`config.mk`:
```
export PLATFORM = sky130hd
export DESIGN_NAME = cc_speed_meter
export DESIGN_NICKNAME = d
export VERILOG_FILES = /design/src/rtl/cc_speed_meter.sv
export SDC_FILE = /design/constraint.sdc
export NUM_CORES = 1
export LEC_CHECK = 0
export ABC_AREA = 1
export BUFFER_PORTS_ARGS = -buffer_cell sky130_fd_sc_hd__clkbuf_2
export CORE_ASPECT_RATIO = 0.7
export CORE_MARGIN = 3
export CORE_UTILIZATION = 61
export DETAILED_ROUTE_END_ITERATION = 8
export GPL_TIMING_DRIVEN = 0
export HOLD_SLACK_MARGIN = 0.05
export MAX_ROUTING_LAYER = met4
export PLACE_DENSITY_LB_ADDON = 0.3
export SYNTH_ARGS = -nofsm -noshare
export SYNTH_HDL_FRONTEND = slang
export SYNTH_SLANG_ARGS = --single-unit
```
`constraint.sdc`:
```
create_clock -name CC_SPEEDMETER_CLOCK_50 -period 4.5 [get_ports CC_SPEEDMETER_CLOCK_50]
set_clock_uncertainty 0.15 [all_clocks]
set_input_delay 0.675 -clock CC_SPEEDMETER_CLOCK_50 [delete_from_list [all_inputs] [get_ports CC_SPEEDMETER_CLOCK_50]]
set_output_delay 0.675 -clock CC_SPEEDMETER_CLOCK_50 [all_outputs]
set_load 0.01 [all_outputs]
```
`src/rtl/cc_speed_meter.sv`:
```
// rtl/cc_speed_meter.sv - pulse-rate meter: sync + edge count over a gate window, latched per window.
// Optional SPEEDMETER_AVERAGE_EN: report floor((current + previous window) / 2).
module cc_speed_meter #(
    parameter int SPEEDMETER_DATAWIDTH    = 8,
    parameter int SPEEDMETER_WINDOWCYCLES = 50000000
) (
    input  logic                            CC_SPEEDMETER_CLOCK_50,
    input  logic                            CC_SPEEDMETER_RESET_InHigh,
    input  logic                            CC_SPEEDMETER_pulse_In,
    input  logic                            CC_SPEEDMETER_enable_InHigh,
    output logic [SPEEDMETER_DATAWIDTH-1:0] CC_SPEEDMETER_data_OutBUS,
    output logic                            CC_SPEEDMETER_valid_OutHigh,
    output logic                            CC_SPEEDMETER_overflow_OutHigh
);
    localparam int W  = SPEEDMETER_DATAWIDTH;
    localparam int CW = $clog2(SPEEDMETER_WINDOWCYCLES);
    localparam logic [CW-1:0] LAST_CYCLE = CW'(SPEEDMETER_WINDOWCYCLES - 1);
    localparam logic [W-1:0]  COUNT_MAX  = '1;

    typedef enum logic {ST_IDLE, ST_COUNT} state_t;

    state_t         r_state;
    state_t         w_state_next;
    logic           r_sync1;
    logic           r_sync2;
    logic           r_sync3;
    logic [CW-1:0]  r_win;
    logic [W-1:0]   r_count;
    logic           r_sat;
    logic [W-1:0]   r_data;
    logic           r_overflow;
    logic           r_valid;
    logic           w_edge;
    logic           w_active;
    logic           w_abort;
    logic           w_terminal;
    logic [W-1:0]   w_count_final;
    logic           w_sat_final;
    logic [W-1:0]   w_window_value;

    // Synchronizer is not reset so a level held across reset is not seen as a fresh edge.
    always_ff @(posedge CC_SPEEDMETER_CLOCK_50) begin
        r_sync1 <= CC_SPEEDMETER_pulse_In;
        r_sync2 <= r_sync1;
        r_sync3 <= r_sync2;
    end

    assign w_edge = r_sync2 & ~r_sync3;

    always_ff @(posedge CC_SPEEDMETER_CLOCK_50) begin
        if (CC_SPEEDMETER_RESET_InHigh) begin
            r_state <= ST_IDLE;
        end else begin
            r_state <= w_state_next;
        end
    end

    always_comb begin
        w_state_next = r_state;
        case (r_state)
            ST_IDLE:  if (CC_SPEEDMETER_enable_InHigh)  w_state_next = ST_COUNT;
            ST_COUNT: if (!CC_SPEEDMETER_enable_InHigh) w_state_next = ST_IDLE;
            default:  w_state_next = ST_IDLE;
        endcase
    end

    // The first enabled cycle is window cycle 0 even though the state is still IDLE.
    always_comb begin
        w_active = 1'b0;
        w_abort  = 1'b0;
        case (r_state)
            ST_IDLE:  w_active = CC_SPEEDMETER_enable_InHigh;
            ST_COUNT: begin
                w_active = CC_SPEEDMETER_enable_InHigh;
                w_abort  = !CC_SPEEDMETER_enable_InHigh;
            end
            default: begin
                w_active = 1'b0;
                w_abort  = 1'b0;
            end
        endcase
        w_terminal = w_active && (r_win == LAST_CYCLE);
    end

    always_comb begin
        w_count_final = r_count;
        w_sat_final   = r_sat;
        if (w_edge) begin
            if (r_count == COUNT_MAX) begin
                w_sat_final = 1'b1;
            end else begin
                w_count_final = r_count + W'(1);
            end
        end
    end

`ifdef SPEEDMETER_AVERAGE_EN
    logic [W-1:0] r_prev;
    logic [W:0]   w_sum;

    assign w_sum          = {1'b0, w_count_final} + {1'b0, r_prev};
    assign w_window_value = w_sum[W:1];

    always_ff @(posedge CC_SPEEDMETER_CLOCK_50) begin
        if (CC_SPEEDMETER_RESET_InHigh || w_abort) begin
            r_prev <= '0;
        end else if (w_terminal) begin
            r_prev <= w_count_final;
        end
    end
`else
    assign w_window_value = w_count_final;
`endif

    always_ff @(posedge CC_SPEEDMETER_CLOCK_50) begin
        if (CC_SPEEDMETER_RESET_InHigh) begin
            r_win      <= '0;
            r_count    <= '0;
            r_sat      <= 1'b0;
            r_data     <= '0;
            r_overflow <= 1'b0;
            r_valid    <= 1'b0;
        end else begin
            r_valid <= 1'b0;
            if (!w_active) begin
                r_win   <= '0;
                r_count <= '0;
                r_sat   <= 1'b0;
            end else if (w_terminal) begin
                r_win      <= '0;
                r_count    <= '0;
                r_sat      <= 1'b0;
                r_data     <= w_window_value;
                r_overflow <= w_sat_final;
                r_valid    <= 1'b1;
            end else begin
                r_win   <= r_win + CW'(1);
                r_count <= w_count_final;
                r_sat   <= w_sat_final;
            end
        end
    end

    assign CC_SPEEDMETER_data_OutBUS      = r_data;
    assign CC_SPEEDMETER_valid_OutHigh    = r_valid;
    assign CC_SPEEDMETER_overflow_OutHigh = r_overflow;

endmodule

```
-- Word-level counts from Yosys, hierarchy flattened
Index checks and enable logic that the tools add are counted.
Widths: inputs -> output; s select.
- bits in registers: 48
- input port bits: 4
- output and inout port bits: 10
- add/subtract/negate cells: 2
- equal/unequal tests: 2
- muxes and demuxes: 5
- bitwise logic cells: 3
- reduce and logical (&&, ||, !) cells: 4
- operators with widths (operator ; count):
    $add 26x1->26 const B ; 1
    $eq 26x26->1 const B ; 1
    $mux 8 ; 2
    $add 8x1->8 const B ; 1
    $eq 8x8->1 const B ; 1
    $mux 1 ; 3
    $reduce_or 3->1 ; 1
    $not 1->1 ; 2
    $reduce_and 2->1 ; 1
    $reduce_or 2->1 ; 1
    $and 1x1->1 ; 1
    $logic_and 1x1->1 ; 1

-- Longest topological paths before layout
Gate-level depths: netlist of the first run.
- depth after elaboration: 3
- gate-level depth with buffers: 10
- mapped depth without buffers: 10

-- Least setup slack after synthesis of the first run
Ideal clock, no wire load.
- kind: input -> register
- start: in CC_SPEEDMETER_enable_InHigh
- end: reg r_data[5] (netlist: CC_SPEEDMETER_data_OutBUS[5])
- arrival time: 1.368 ns
- path slack: 2.869 ns
- stages on the path: 8
- path buffers: 1
- path through: nand2_1 -> inv_1 -> nand3_1 -> nor2_2 -> nand2_4 -> buf_6 -> a21oi_1 -> nor2_1
- word-level cells in the longest chain between the ends: 2
- ends and longest elaborated chain (element ; line ; RTL):
    start: declaration ; 10 ; input logic CC_SPEEDMETER_enable_InHigh,
    $logic_and 1x1->1 ; 82 ; w_terminal = w_active && (r_win == LAST_CYCLE);
    $reduce_and 2->1 (no line) (*) ; - ;
    end signal: assignment ; 133 ; r_data <= w_window_value;
    end: declaration ; 30 ; logic [W-1:0] r_data;
Every way passes the cells marked *; elsewhere a longest branch is shown, timed or not.
A chain may end at the register's enable or synchronous reset.

-- Worst setup path in the final report of the first run
- start: reg r_count[0]
- end: reg r_data[5] (netlist: CC_SPEEDMETER_data_OutBUS[5])
- word-level cells in the longest chain between the ends: 3
- ends and longest elaborated chain (element ; line ; RTL):
    start: declaration ; 28 ; logic [W-1:0] r_count;
    start signal: assignment ; 138 ; r_count <= w_count_final;
    $add 8x1->8 or $eq 8x8->1 (tied branches) ; 92, 89 ;
    $mux 8 (*) ; 89 ; if (r_count == COUNT_MAX) begin
    $mux 8 (*) ; 88 ; if (w_edge) begin
Marked as above.

==> results of run 1 <==
layer usage:
| layer | share of wire | wire length (um) | track usage |
|---|---|---|---|
| met1 | 0.48 | 2580 | 0.344 |
| met3 | 0.11 | 584 | 0.0979 |
| met4 | 0.011 | 62 | 0.0554 |
| met2 | 0.40 | 2170 | 0.335 |
| met5 | 0 | 0 | - |
per-stage QoR:
stage / setup WS, ns / instance area [um^2] / power (uW) / hold slack [ns] / utilization
2_1_floorplan: 2.87 / 2400 / 451 / 0.160 / -
3_3_place_gp: 2.62 / 2530 / 456 / 0.162 / 0.694
3_5_place_dp: 2.59 / 2530 / 456 / 0.166 / 0.694
4_1_cts: 2.70 / 2610 / 694 / 0.185 / 0.715
5_1_grt: 2.47 / 2610 / 711 / 0.187 / 0.715
6_report: 2.66 / 2610 / 689 / 0.182 / 0.715
layout make-up:
class                      count  area, um^2
clock buffer                   6        72.6
clock inverter                 1        5.00
inverter                      38         143
buffer                         5        50.0
sequential                    48         961
tap                           50        62.6
timing repair buffer          13        65.1
multi-input combinational    267        1250
fill                         326        1040
kinds of logic after synthesis:
group,share of synthesized area
AO/OA/AOI/OAI,0.0395
XOR/XNOR,0.0473
flip-flops,0.400
AND/OR/NAND/NOR,0.423
adder cells (fa/ha/maj),0.0104
buffers and inverters,0.0801
synth_stat cells, drive strengths merged:
| cell type | n | area (um^2) |
|---|---|---|
| o21ai | 1 | 5.00 |
| xor2 | 5 | 43.8 |
| nand3b | 6 | 45.0 |
| nor3 | 3 | 15.0 |
| clkinv | 1 | 3.75 |
| dfxtp | 48 | 961 |
| inv | 37 | 139 |
| ha | 2 | 25.0 |
| nand2 | 114 | 460 |
| buf | 5 | 50.0 |
| a21oi | 18 | 90.1 |
| xnor2 | 8 | 70.1 |
| nor2 | 85 | 364 |
| or2 | 1 | 6.26 |
| nand3 | 20 | 100 |
| nand4 | 3 | 18.8 |
| nor3b | 1 | 7.51 |
critical path: stages, from the launching register on:
cell,delay (ns)
dfxtp_1,0.39
ha_1,0.22
nand2_1,0.10
nor2_1,0.18
nand2_1,0.12
buf_2,0.19
nand3_1,0.08
nand2_1,0.07
a21oi_1,0.18
nor2_1,0.06
report_power, final:
group | total, uW | switching (uW) | internal [uW] | leakage, uW
registers | 428 | 1.35 | 427 | 0.000388
clock network | 243 | 137 | 106 | 0.0000410
logic | 18.0 | 11.9 | 6.04 | 0.000582
total | 689 | 150 | 539 | 0.00101
worst min path at each step:
| stage | from | endpoint | cells past startpoint |
|---|---|---|---|
| after global placement | r_sync1 | r_sync2 | 0 |
| after global routing | r_sync1 | r_sync2 | 0 |
| after CTS | r_sync1 | r_sync2 | 0 |
| after detailed placement | r_sync1 | r_sync2 | 0 |
| final | r_sync1 | r_sync2 | 0 |
| after floorplan | r_sync1 | r_sync2 | 0 |
cells in the final DEF (no fill, tap or decap):
master	netlist	final
ha_1	2	2
nand3b_1	6	6
clkbuf_8	0	5
buf_2	1	1
nor2_1	77	77
xnor2_1	8	8
nand4_1	3	3
buf_6	4	4
clkinv_1	1	1
clkbuf_2	0	13
o21ai_0	1	1
clkinv_2	0	1
nor2_2	3	3
nand2_4	3	3
nand2_1	107	107
inv_1	37	37
nor3b_1	1	1
nand3_1	20	20
or2_2	1	1
a21oi_1	18	18
nand2_2	4	4
nor3_1	3	3
clkbuf_1	0	1
dfxtp_1	48	48
nor2_4	5	5
xor2_1	5	5
state kept, by name (all words and copies together), names as in the netlist:
name                            cells
r_sync2                             1
r_win                              26
r_sync3                             1
r_sat                               1
r_count                             8
CC_SPEEDMETER_valid_OutHigh         1
r_sync1                             1
CC_SPEEDMETER_data_OutBUS           8
CC_SPEEDMETER_overflow_OutHigh      1
==> flow_summary.ini, run 1 <==
[setup_path]
worstPathRequired_ns = 4.55
startpoint = r_count[0]
cp-start-kind = flip-flop
crit_end = CC_SPEEDMETER_data_OutBUS[5]
ff2ff_setup_slack_ns = 2.66
arrival_ns = 1.89
end_kind = flip-flop
r2r_end = CC_SPEEDMETER_data_OutBUS[5]
crit_type = reg -> reg
crit_fanout = 10
reg2reg_from = r_count[0]
reg2reg_depth = 9

[run]
maxCapViolations = 0

[timing]
period_needed_ns = 1.84
tightestPinTransition_ns = 0.443
fin_tns_setup_ns = 0
min_period_over_period = 0.408
hold_violations = 0
setup_viol = 0
rsz0062_at_grt = no
max_slew_margin = 0.704
drv_slew = 0
fmax_mhz = 544

[clock_network]
cts_hold_buf = 0
cts_resized = 0
clkSinkCount = 48
cts_buffer_depth = 2
numCtsBuffers = 5
cts.clk_slew.worst_paths_ns = 0.08
cts-root-buf = clkbuf_8
postCtsSetupBuffers = 0
clock_latency_ns = 0.30
h-tree-depth = 2
cts_tree = done

[logic_synthesis]
ys_warn_count = 0
ys_seq_area_frac = 0.400
synthCells = 358
avgSynthCellArea_um2 = 6.72
synth_fp_nets = 364
ys_seq_elements = 48
yosysUniqueCellTypes = 22
syn_area_um2 = 2400

[route]
finalWirelength_um = 5400
drt_pass1_iterations = 5
ant_nets = 0
drt_iter0_drc = 199
drc = 0
wl_per_cell_um = 12.6
vias = 2266
via_per_inst = 5.29

[floorplanning]
core_area_um2 = 3650
die_h_um = 58.5
dieArea_um2 = 4740
die-width_um = 81.0
pin_count = 14
num_rows = 18
floorplan.initialDensity = 0.659

[grt]
grt_overflow = 0
grt_max_degree = 14
grt_pass1_vias = 1968
track_usage = 0.247
grt_pass1_wl_um = 8690
antenna_found_initial = 0

[place]
gp_congestion = 0.961
dpl.hpwl_um = 4070
placement.io_buffers = 13
place_inst = 421

[layout]
area_growth_pct = 8.53
fin_nets = 384
antennaDiodeCount = 0
drive_gt1_frac = 0.106
final_cells = 428

[hold_path]
hp-class = reg -> reg

[run_status]
status = finished clean

[power_and_ir_drop]
vdd_drop_max_mv = 0.190
p_leak_uw = 0.00101
power_density_nw_per_um2 = 264
Power figures use the tool's default switching activity.
==> run 2, diff against run 1 <==
Settings changed: CORE_UTILIZATION 61 to 60.
Clock period 4.5 ns to 1.7 ns, I/O delays scaled along.
==> flow_summary.ini, run 2 (same netlist as run 1, synthesis figures left out) <==
[timing]
drv_slew = 0
min_period_over_period = 0.958
timing.final.ws_setup_ns = 0.0706
fmax_mhz = 614
period_needed_ns = 1.63
setup_viol = 0
holdWs_ns = 0.186
max_slew_margin = 0.712
tightestPinTransition_ns = 0.430
hold_violations = 0

[route]
via_per_inst = 5.37
drt_iter0_drc = 199
drt_pass1_iterations = 5
drc = 0
vias = 2338
wl_per_cell_um = 13.3
ant_nets = 0
finalWirelength_um = 5780

[power_and_ir_drop]
p_leak_uw = 0.00107
vdd_drop_max_mv = 0.575
power_uw = 2040
p_sw_uw = 445
pwr-share-clk = 0.417
combinationalPowerShare = 0.027
seq_power_share = 0.556
internal_power_uw = 1590
netSwitchingFraction = 0.219
power_density_nw_per_um2 = 733

[run]
maxCapViolations = 0

[clock_network]
cts.clk_slew.worst_paths_ns = 0.10
cts_buffer_depth = 2
clkSinkCount = 48
cts-root-buf = clkbuf_8
cts_tree = done
numCtsBuffers = 5
clock_latency_ns = 0.30
h-tree-depth = 2

[place]
placement.io_buffers = 13
dpl.hpwl_um = 4040
place_inst = 421
place_ws_ns = -0.0813
gp_congestion = 0.938

[grt]
grt_max_degree = 17
antenna_found_initial = 0
track_usage = 0.264
grt_pass1_wl_um = 9450
grt_pass1_vias = 2079
grt_overflow = 0

[setup_path]
crit_fanout = 10
reg2reg_from = r_count[0]
reg2reg_depth = 9
worstPathRequired_ns = 1.75
r2r_end = CC_SPEEDMETER_data_OutBUS[0]
max_stage_delay_ns = 0.38
slowest_stage = dfxtp_4
arrival_ns = 1.68
end_kind = flip-flop
ff2ff_setup_slack_ns = 0.07
crit_type = reg -> reg
cp_cell_sequence = ha_4, nand2_2, nor2_4, nand2_2, buf_4, nand3b_1, nand2_1, nor2_1, nor2_1
cp-start-kind = flip-flop

[hold_path]
min_to = r_sync2
worstHoldStart = r_sync1
hold_depth = 0
hp-class = reg -> reg

[floorplanning]
dieArea_um2 = 4820
pin_count = 14
die_h_um = 59.0
num_rows = 18
floorplan.initialDensity = 0.651
core_area_um2 = 3690
die-width_um = 81.7

[layout]
drive_gt1_frac = 0.174
area_growth_pct = 15.5
largest_reg_flops = 26
final_cell_mix = nand2_1, nor2_1, inv_1
nFillCells = 295
final_cells = 435
final_common_cell = nand2_1
fin_nets = 390
antennaDiodeCount = 0
regMostFlops = r_win
final_util = 0.752

[run_status]
status = finished clean
## run 2: worst max-delay path by stage
stage                     cells after the start  slack, ns  startpoint                            to
after floorplan                               9       0.16  r_count[0]  CC_SPEEDMETER_data_OutBUS[5]
after global placement                       10      -0.04  r_count[0]  CC_SPEEDMETER_data_OutBUS[3]
after detailed placement                      9      -0.08  r_count[0]  CC_SPEEDMETER_data_OutBUS[5]
after CTS                                    10      0.008  r_count[0]  CC_SPEEDMETER_data_OutBUS[3]
after global routing                          7      -0.05    r_win[0]  CC_SPEEDMETER_data_OutBUS[0]
final                                         9       0.07  r_count[0]  CC_SPEEDMETER_data_OutBUS[0]
## run 2: power groups by stage
| stage | combinational [uW] | clock (uW) | sequential [uW] |
|---|---|---|---|
| 2_1_floorplan | 33.5 | 0 | 1160 |
| 3_3_place_gp | 47.8 | 0 | 1160 |
| 3_5_place_dp | 49.1 | 0 | 1160 |
| 4_1_cts | 51.7 | 854 | 1130 |
| 5_1_grt | 60.3 | 913 | 1130 |
| 6_report | 54.9 | 849 | 1130 |
## run 2: metal layers
metal	routed length [um]	up-vias	GRT usage
met1	2630	1081	0.366
met2	2590	102	0.400
met5	0	-	-
li1	-	1150	-
met4	33	0	0.0521
met3	524	5	0.0562
## run 2: what timing repair did
item / in CTS / in global routing
setup buffers: 1 / 4
endpoints found under the setup margin: 28 / 41
resized for setup: 7 / 22
hold endpoints to repair: 1 / 0
hold buffers: 1 / 0
pin swaps: 1 / 4
## run 2: layout make-up
type                            count  area [um^2]  area share
Tap cell                           50         62.6      0.0225
Clock buffer                        5         68.8      0.0248
Sequential cell                    48          982       0.354
Timing Repair Buffer               19          113      0.0405
Inverter                           38          143      0.0514
Multi-Input combinational cell    267         1310       0.471
Buffer                              5         52.6      0.0189
Clock inverter                      3         47.5      0.0171
## run 2: metrics by stage
step | instance area, um^2 | setup TNS (ns)
global placement | 2530 | -0.125
floorplan | 2400 | 0
finish | 2780 | 0
detailed placement | 2530 | -0.366
CTS | 2680 | 0
global route | 2780 | -0.0947
## run 2: worst max-delay path: cells and delay by family (launching register included)
kind                     cells  cell delay (ns)
adder cells (fa/ha/maj)      1             0.15
buffers and inverters        1             0.18
AND/OR/NAND/NOR              7             0.67
flip-flops                   1             0.38
==> run 3, diff against run 2 <==
Settings changed: ABC_AREA 1 to 0, CORE_UTILIZATION 60 to 59.
==> flow_summary.ini, run 3 <==
[run_status]
status = finished with violations
violations = negative setup slack

[layout]
multi_input_area_um2 = 1410
antennaDiodeCount = 0
fin_nets = 282
drive_gt1_frac = 0.458
final_cells = 324
area_growth_pct = 35.9
nFillCells = 150
seqCellArea_um2 = 1010
final_common_cell = dfxtp_1
regMostFlops = r_win
largest_reg_flops = 26
final_cell_mix = dfxtp_1, dfxtp_2, buf_4, clkbuf_2

[timing]
fmax_mhz = 549
holdWs_ns = 0.219
tightestPinTransition_ns = 0.660
drv_slew = 0
period_needed_ns = 1.82
fin_tns_setup_ns = -2.07
hold_violations = 0
rsz0062_at_grt = yes
min_period_over_period = 1.07
timing.final.ws_setup_ns = -0.121
max_slew_margin = 0.560
setup_viol = 37

[place]
place_inst = 300
placement.io_buffers = 13
dpl.hpwl_um = 3610
gp_congestion = 0.891
place_ws_ns = -0.216

[logic_synthesis]
ys_warn_count = 0
avgSynthCellArea_um2 = 9.10
synth_area_leaders = dfxtp_1, a21oi_1, xor2_1, nor2_1, and4_1
synth-edff-count = 0
synthFlopType = dfxtp_1
yosys.area.top_type = dfxtp_1
synth.top_cell.area_share = 0.440
synth_fp_nets = 246
syn_area_um2 = 2180
synthTopCellsByCount = dfxtp_1, a21oi_1, nor2_1
yosysUniqueCellTypes = 42
yosys.cell_count.top_type = dfxtp_1
ys_seq_elements = 48
synthCells = 240
ys_async_sr_fraction = 0
ys_seq_area_frac = 0.440

[clock_network]
cts_tree = done
h-tree-depth = 2
clkSinkCount = 48
cts_buffer_depth = 2
clock_latency_ns = 0.31
cts-root-buf = clkbuf_8
cts.clk_slew.worst_paths_ns = 0.09
numCtsBuffers = 5

[grt]
track_usage = 0.274
grt_max_degree = 15
grt_pass1_wl_um = 9290
grt_pass1_vias = 1885
grt_overflow = 0
antenna_found_initial = 0

[route]
drt_iter0_drc = 301
finalWirelength_um = 7410
via_per_inst = 7.09
ant_nets = 0
drt_pass1_iterations = 6
wl_per_cell_um = 22.9
drc = 0
vias = 2298

[power_and_ir_drop]
netSwitchingFraction = 0.235
seq_power_share = 0.578
combinationalPowerShare = 0.050
p_leak_uw = 0.00105
p_sw_uw = 458
power_density_nw_per_um2 = 656
power_uw = 1950
pwr-share-clk = 0.371
internal_power_uw = 1490
vdd_drop_max_mv = 0.699

[setup_path]
crit_type = reg -> reg
arrival_ns = 1.84
crit_fanout = 6
end_kind = flip-flop
worstPathRequired_ns = 1.72
cp-start-kind = flip-flop

[floorplanning]
pin_count = 14
core_area_um2 = 3340
die_h_um = 56.9
dieArea_um2 = 4480
floorplan.initialDensity = 0.654
num_rows = 17
die-width_um = 78.7

[run]
maxCapViolations = 0

[hold_path]
hp-class = reg -> reg
-- run 3: cell types whose count changed in the layout (fill, tap and decap cells not counted), moves of 7 or more --
cell     previous run  this run
o31ai_1             0         8
o21ai_0             1        11
dfxtp_2            11        18
buf_4               6        13
nand2_1           104        10
nand3_1            20        11
a21oi_2             1        12
dfxtp_1            35        22
nor2_1             76        12
inv_1              37         4
-- run 3: stage by stage --
stage                     cell area, um^2   util
after floorplan                      2190      -
after global placement               2320  0.694
after detailed placement             2320  0.694
after CTS                            2620  0.785
after global routing                 2970  0.889
final                                2970  0.889
-- run 3: path summary, 6_finish.rpt --
kind         cells past startpoint  startpoint                           end  slack (ns)
min reg2reg                      0     r_sync1                       r_sync2        0.22
min                              0     r_sync1                       r_sync2        0.22
max                              5    r_win[7]  CC_SPEEDMETER_data_OutBUS[3]       -0.12
max reg2reg                      5    r_win[7]  CC_SPEEDMETER_data_OutBUS[3]       -0.12
-- run 3: area by class of cell --
| class | count | share of cell area |
|---|---|---|
| tap | 47 | 0.0198 |
| inverter | 4 | 0.00506 |
| timing repair buffer | 32 | 0.0911 |
| sequential | 48 | 0.341 |
| buffer | 10 | 0.0367 |
| clock inverter | 2 | 0.00337 |
| clock buffer | 6 | 0.0278 |
| multi-input combinational | 175 | 0.475 |
-- run 3: cells by family after synthesis --
logic type      count (synthesis)  synth area share
compound gates                 56             0.160
xor+xnor                       13            0.0521
fa+ha+maj                       2            0.0115
buf+inv                        18            0.0430
flops                          48             0.440
mux                             2           0.00974
simple gates                  101             0.284
-- run 3: routing by layer --
metal / vias up / share of wire / GRT usage
met2: 198 / 0.48 / 0.432
li1: 972 / - / -
met4: 0 / 0.040 / 0.0948
met1: 1078 / 0.38 / 0.359
met3: 50 / 0.10 / 0.0433
met5: - / 0 / -
-- run 3: worst max-delay path: stages, from the launching register on --
cell and delay [ns]:
dfxtp_4 0.38, nor4_4 0.35, and4_4 0.31, buf_6 0.11
and3_4 0.26, a311oi_2 0.12
-- run 3: power by group through the flow --
| stage | sequential (uW) | clock [uW] | combinational, uW |
|---|---|---|---|
| 2_1_floorplan | 1160 | 0 | 29.0 |
| 5_1_grt | 1130 | 751 | 100 |
| 3_3_place_gp | 1160 | 0 | 43.7 |
| 4_1_cts | 1130 | 699 | 66.6 |
| 6_report | 1130 | 723 | 97.7 |
| 3_5_place_dp | 1160 | 0 | 43.8 |
-- run 3: repair_timing --
action / 4_1_cts / 5_1_grt
resized for setup: 54 / 61
gates cloned: 1 / 4
pin swaps: 3 / 20
endpoints found under the hold margin: 1 / 0
endpoints found under the setup margin: 40 / 40
setup buffers: 5 / 9
hold buffers: 1 / 0
